[src/rtl/seg7_pkg.sv]
// seg7_pkg: seven-segment pattern constants shared by the display encoder and the
// frame receiver, plus the receiver FSM state type. Segment bit order is {g,f,e,d,c,b,a}.
package seg7_pkg;

  localparam logic [6:0] SEG_0 = 7'h3F;
  localparam logic [6:0] SEG_1 = 7'h06;
  localparam logic [6:0] SEG_2 = 7'h5B;
  localparam logic [6:0] SEG_3 = 7'h4F;
  localparam logic [6:0] SEG_4 = 7'h66;
  localparam logic [6:0] SEG_5 = 7'h6D;
  localparam logic [6:0] SEG_6 = 7'h7D;
  localparam logic [6:0] SEG_7 = 7'h07;
  localparam logic [6:0] SEG_8 = 7'h7F;
  localparam logic [6:0] SEG_9 = 7'h6F;

  // BCD value reported alongside a failed decode; never a legal digit.
  localparam logic [3:0] INVALID = 4'hF;

  typedef enum logic {
    HUNT,
    RECV
  } rx_state_e;

endpackage

[src/rtl/seg7_pattern_decode.sv]
// seg7_pattern_decode: combinational seven-segment pattern to BCD converter.
// Any pattern outside the ten digit glyphs (blank included) reports o_valid=0.
module seg7_pattern_decode
  import seg7_pkg::*;
(
  input  logic [6:0] i_pattern,
  output logic       o_valid,
  output logic [3:0] o_bcd
);

  always_comb begin
    o_valid = 1'b1;
    o_bcd   = INVALID;
    case (i_pattern)
      SEG_0:   o_bcd = 4'd0;
      SEG_1:   o_bcd = 4'd1;
      SEG_2:   o_bcd = 4'd2;
      SEG_3:   o_bcd = 4'd3;
      SEG_4:   o_bcd = 4'd4;
      SEG_5:   o_bcd = 4'd5;
      SEG_6:   o_bcd = 4'd6;
      SEG_7:   o_bcd = 4'd7;
      SEG_8:   o_bcd = 4'd8;
      SEG_9:   o_bcd = 4'd9;
      default: o_valid = 1'b0;
    endcase
  end

endmodule

[src/rtl/seg7_frame_rx.sv]
// seg7_frame_rx: recovers HH:MM BCD frames from a multiplexed seven-segment stream.
// Define SEG7_RX_RANGE_CHECK_EN to reject aligned frames that are not a valid time of day.
module seg7_frame_rx
  import seg7_pkg::*;
#(
  parameter int SLOT_CYCLES   = 16,
  parameter int SAMPLE_OFFSET = 8
) (
  input  logic        i_clk,
  input  logic        i_rst,
  input  logic [6:0]  i_segments,
  input  logic        i_sync,
  output logic [15:0] o_digits,
  output logic        o_valid,
  output logic        o_err,
  output logic        o_locked
);

  localparam int CNT_W = $clog2(SLOT_CYCLES);
  localparam logic [CNT_W-1:0] LAST_SLOT = CNT_W'(SLOT_CYCLES - 1);
  localparam logic [CNT_W-1:0] SAMPLE_AT = CNT_W'(SAMPLE_OFFSET);

  rx_state_e        r_state, w_stateNext;
  logic             r_syncQ;
  logic [CNT_W-1:0] r_slotCnt, w_slotCntNext;
  logic [1:0]       r_dig, w_digNext;
  logic [15:0]      r_shadow, w_shadowNext;
  logic [15:0]      r_digits, w_digitsNext;
  logic             r_valid, w_validNext;
  logic             r_err, w_errNext;

  logic             w_syncRise;
  logic             w_atWrap;
  logic             w_expectStart;
  logic             w_sample;
  logic             w_segOk;
  logic [3:0]       w_bcd;
  logic [15:0]      w_frame;
  logic             w_rangeOk;

  seg7_pattern_decode u_decode (
    .i_pattern (i_segments),
    .o_valid   (w_segOk),
    .o_bcd     (w_bcd)
  );

  assign w_syncRise    = i_sync & ~r_syncQ;
  assign w_atWrap      = (r_slotCnt == LAST_SLOT);
  assign w_expectStart = w_atWrap && (r_dig == 2'd3);
  assign w_sample      = (r_slotCnt == SAMPLE_AT);
  assign w_frame       = {r_shadow[15:4], w_bcd};

`ifdef SEG7_RX_RANGE_CHECK_EN
  assign w_rangeOk = ((w_frame[15:12] < 4'd2 && w_frame[11:8] <= 4'd9) ||
                      (w_frame[15:12] == 4'd2 && w_frame[11:8] <= 4'd3)) &&
                     (w_frame[7:4] <= 4'd5);
`else
  assign w_rangeOk = 1'b1;
`endif

  always_ff @(posedge i_clk or posedge i_rst) begin
    if (i_rst) begin
      r_state   <= HUNT;
      r_syncQ   <= 1'b0;
      r_slotCnt <= '0;
      r_dig     <= 2'd0;
      r_shadow  <= 16'h0000;
      r_digits  <= 16'h0000;
      r_valid   <= 1'b0;
      r_err     <= 1'b0;
    end else begin
      r_state   <= w_stateNext;
      r_syncQ   <= i_sync;
      r_slotCnt <= w_slotCntNext;
      r_dig     <= w_digNext;
      r_shadow  <= w_shadowNext;
      r_digits  <= w_digitsNext;
      r_valid   <= w_validNext;
      r_err     <= w_errNext;
    end
  end

  // A misplaced sync edge outranks everything else in the same cycle, so a bad
  // pattern coinciding with it still yields one err and a realign, not a drop to HUNT.
  always_comb begin
    w_stateNext   = r_state;
    w_slotCntNext = r_slotCnt;
    w_digNext     = r_dig;
    w_shadowNext  = r_shadow;
    w_digitsNext  = r_digits;
    w_validNext   = 1'b0;
    w_errNext     = 1'b0;
    case (r_state)
      HUNT: begin
        if (w_syncRise) begin
          w_stateNext   = RECV;
          w_slotCntNext = '0;
          w_digNext     = 2'd0;
        end
      end
      RECV: begin
        if (w_atWrap) begin
          w_slotCntNext = '0;
          w_digNext     = r_dig + 2'd1;
        end else begin
          w_slotCntNext = r_slotCnt + CNT_W'(1);
        end

        if (w_syncRise && !w_expectStart) begin
          w_errNext     = 1'b1;
          w_slotCntNext = '0;
          w_digNext     = 2'd0;
        end else if (w_sample && !w_segOk) begin
          w_errNext     = 1'b1;
          w_stateNext   = HUNT;
          w_slotCntNext = '0;
          w_digNext     = 2'd0;
        end else begin
          if (w_sample) begin
            case (r_dig)
              2'd0:    w_shadowNext[15:12] = w_bcd;
              2'd1:    w_shadowNext[11:8]  = w_bcd;
              2'd2:    w_shadowNext[7:4]   = w_bcd;
              default: w_shadowNext[3:0]   = w_bcd;
            endcase
            if (r_dig == 2'd3) begin
              if (w_rangeOk) begin
                w_digitsNext = w_frame;
                w_validNext  = 1'b1;
              end else begin
                w_errNext = 1'b1;
              end
            end
          end
          if (w_expectStart && !w_syncRise) begin
            w_errNext     = 1'b1;
            w_stateNext   = HUNT;
            w_slotCntNext = '0;
            w_digNext     = 2'd0;
          end
        end
      end
      default: w_stateNext = HUNT;
    endcase
  end

  assign o_digits = r_digits;
  assign o_valid  = r_valid;
  assign o_err    = r_err;
  assign o_locked = (r_state == RECV);

endmodule
[config.mk]
export PLATFORM = sky130hd
export DESIGN_NAME = seg7_frame_rx
export DESIGN_NICKNAME = d
export VERILOG_FILES = /design/src/rtl/seg7_pkg.sv /design/src/rtl/seg7_pattern_decode.sv /design/src/rtl/seg7_frame_rx.sv
export SDC_FILE = /design/constraint.sdc
export NUM_CORES = 1
export LEC_CHECK = 0
export CELL_PAD_IN_SITES_DETAIL_PLACEMENT = 0
export CELL_PAD_IN_SITES_GLOBAL_PLACEMENT = 1
export CORE_ASPECT_RATIO = 1.1
export CORE_UTILIZATION = 30
export CTS_BUF_LIST = sky130_fd_sc_hd__clkbuf_2 sky130_fd_sc_hd__clkbuf_4 sky130_fd_sc_hd__clkbuf_8
export CTS_CLUSTER_DIAMETER = 30
export DETAILED_ROUTE_END_ITERATION = 16
export HOLD_SLACK_MARGIN = 0.08
export PLACE_DENSITY_LB_ADDON = 0.08
export SYNTH_ARGS = -nofsm -noshare
export SYNTH_HDL_FRONTEND = slang
export SYNTH_HIERARCHICAL = 1
export SYNTH_SLANG_ARGS = --single-unit
export TNS_END_PERCENT = 5
[constraint.sdc]
create_clock -name i_clk -period 5.4 [get_ports i_clk]
set_input_delay 0.54 -clock i_clk [delete_from_list [all_inputs] [get_ports i_clk]]
set_output_delay 0.54 -clock i_clk [all_outputs]
set_load 0.02 [all_outputs]
==> qor.csv <==
metric,value,unit
antennaDiodeCount,0,
die_width,78.2,µm
drive_gt1_share,26.0,%
layout_common_cells,"dfrtp_1 (38), clkdlybuf4s50_1 (28), mux2_2 (19)",
r2r_cells,6,
syn_area_per_cell,12.8,µm²
yosysSeqAreaShare,49.7,%
ff_latch_area,951,µm²
area_delta_synth_final,24.1,%
violations,design-rule violations,
cts_made_buffers,5,
rows,30,
tns,0,ns
totalWireLength,3660,µm
grt.overflow.total,0,
p_sw,0.197,mW
place_congestion,0.843,
cp_max_fo,17,
peakVddDrop,150,µV
cts_hold_buf,0,
startpoint_type,primary input,
worstHoldPathCells,1,
power.density,318,nW/µm²
die_area,6700,µm²
core-area,6160,µm²
ios,29,
post_cts_resized,0,
synth_top_area_cell,dfrtp_1,
vias_per_cell,4.87,
post-dp-hpwl,2720,µm
path_clk_slew,0.07,ns
clockBufferDepth,2,
die_y,85.8,µm
pwr-share-comb,16.2,%
clk_latency,0.29,ns
drc,1,
fmax,0.340,GHz
finalWorstSetupSlack,2.46,ns
syn_inst,149,
cts_root_buf,clkbuf_8,
drv_cap,0,
synth-main-ff-cell,dfrtp_1,
hold_path_class,reg -> reg,
post_cts_buffers,0,
io_buffers,28,
first_pass_iters,10,
r2r_slack,3.54,ns
status,finished with violations,
synth.area.top_cells,"dfrtp_1 (50%), mux2_2 (11%), mux2_4 (7.1%)",
antenna_found_initial,0,
fill_cells,634,
critPathArrivalTime,3.12,ns
grt_max_degree,39,
grt_pass1_wl,6220,µm
grt_pass1_vias,1320,
gr-usage-all-layers,12.0,%
pwr-share-seq,45.8,%
clock_sinks,38,
initial_core_util,31.1,%
worst_ep_required_time,5.57,ns
async_reset_ff_share,100,%
post-route-period-util,54.5,%
p_leak,1.07,nW
cp-end-kind,flop,
syn_area,1910,µm²
synth_nets,165,
drv_slew,0,
layout_commonest_cell,dfrtp_1,
rsz0062_at_grt,no,
setup_viol,0,
slew_headroom,55.5,%
finalCriticalPeriod,2.94,ns
ant_nets,0,
multi_input_area,873,µm²
synth_edf_count,0,
drt_iter0_drc,17,
layout.nets,196,
yosys_warnings,6,
pwr-share-clk,38.0,%
critPathKind,in -> reg,
vias,1270,
internal_power,0.557,mW
netSwitchingFraction,26.2,%
skew,0.00491,ns
synthDistinctLibCells,46,
hold_viol,0,
pre_cts_slack,2.11,ns
routedWlPerCell,14.0,µm
tightest_slew,0.665,ns
ys_ff_latch,38,
cts_tree,yes,
netlist.area_leader.share,49.7,%
htreeDepth,2,
==> worst max-delay path: stages <==
cell             delay, ns
clkdlybuf4s50_1       0.53
nor4_1                0.41
nand3_1               0.14
o221ai_2              0.25
or3_1                 0.20
nand4_1               0.11
nor3_2                0.20
and2_4                0.36
mux2_2                0.38
==> final cells by class <==
type / count / area share, %
Sequential cell: 38 / 40.0
Multi-Input combinational cell: 99 / 36.8
Timing Repair Buffer: 29 / 12.1
Tap cell: 80 / 4.21
Clock buffer: 5 / 2.90
Clock inverter: 3 / 2.90
Inverter: 7 / 1.11
==> final timing paths <==
check | from | end
worst min-delay path | r_shadow[13] | o_digits[13]
worst max-delay path | i_segments[4] | o_digits[11]
worst max register to register | r_slotCnt[0] | o_digits[11]
max in group asynchronous | i_rst | o_digits[14]
worst min register to register | r_shadow[13] | o_digits[13]
min in group asynchronous | i_rst | r_dig[1]
==> synthesized netlist by cell type (2+ instances only) <==
cell type	n
dfrtp_1	38
mux2_2	19
mux2_4	9
inv_1	7
ha_1	6
nand2_1	6
o21ai_0	6
a21oi_1	4
nand4_1	4
nor2_1	4
and2_0	3
nand3_1	3
a211oi_1	2
buf_12	2
nand2b_1	2
o32ai_1	2
o41ai_1	2
or3_1	2
==> cell families (layout without fill, tap and decap cells) <==
| logic type | after synthesis | count (layout) | synth area share, % |
|---|---|---|---|
| AND/OR/NAND/NOR | 37 | 37 | 12.7 |
| buffers and inverters | 12 | 44 | 4.71 |
| multiplexers | 28 | 28 | 18.2 |
| flip-flops | 38 | 38 | 49.7 |
| XOR/XNOR | 1 | 1 | 0.458 |
| AO/OA/AOI/OAI | 27 | 27 | 10.3 |
| adder cells (fa/ha/maj) | 6 | 6 | 3.92 |
==> power groups by stage <==
stage / sequential (mW) / clock (mW) / combinational, mW
after global routing: 0.351 / 0.312 / 0.136
after floorplan: 0.340 / 0 / 0.0973
after CTS: 0.346 / 0.298 / 0.124
after detailed placement: 0.352 / 0 / 0.123
final: 0.346 / 0.287 / 0.122
after global placement: 0.352 / 0 / 0.123
==> through the flow <==
stage,util [%],cells,total power [mW],instance area (µm²),hold slack (ns)
2_1_floorplan,-,149,0.437,1910,0.475
3_3_place_gp,36.4,253,0.475,2240,0.486
3_5_place_dp,36.4,253,0.475,2240,0.495
4_1_cts,38.6,261,0.767,2380,0.513
5_1_grt,38.6,261,0.798,2380,0.523
6_report,38.6,261,0.754,2380,0.508
==> layer usage <==
metal  part of all wire (%)  vias up  GRT usage [%]
met5                      0        -              0
met4                    1.7        0           4.71
met3                    3.1        7           2.66
met2                     53       34           21.1
met1                     43      619           14.0
li1                       -      610              -
==> sequential cells by signal (all words and copies together) (netlist names) <==
name	flops
r_syncQ	1
o_err	1
r_slotCnt	4
o_digits	16
r_shadow	12
r_dig	2
o_locked	1
o_valid	1
No activity file was read; power rests on OpenSTA's default activity.
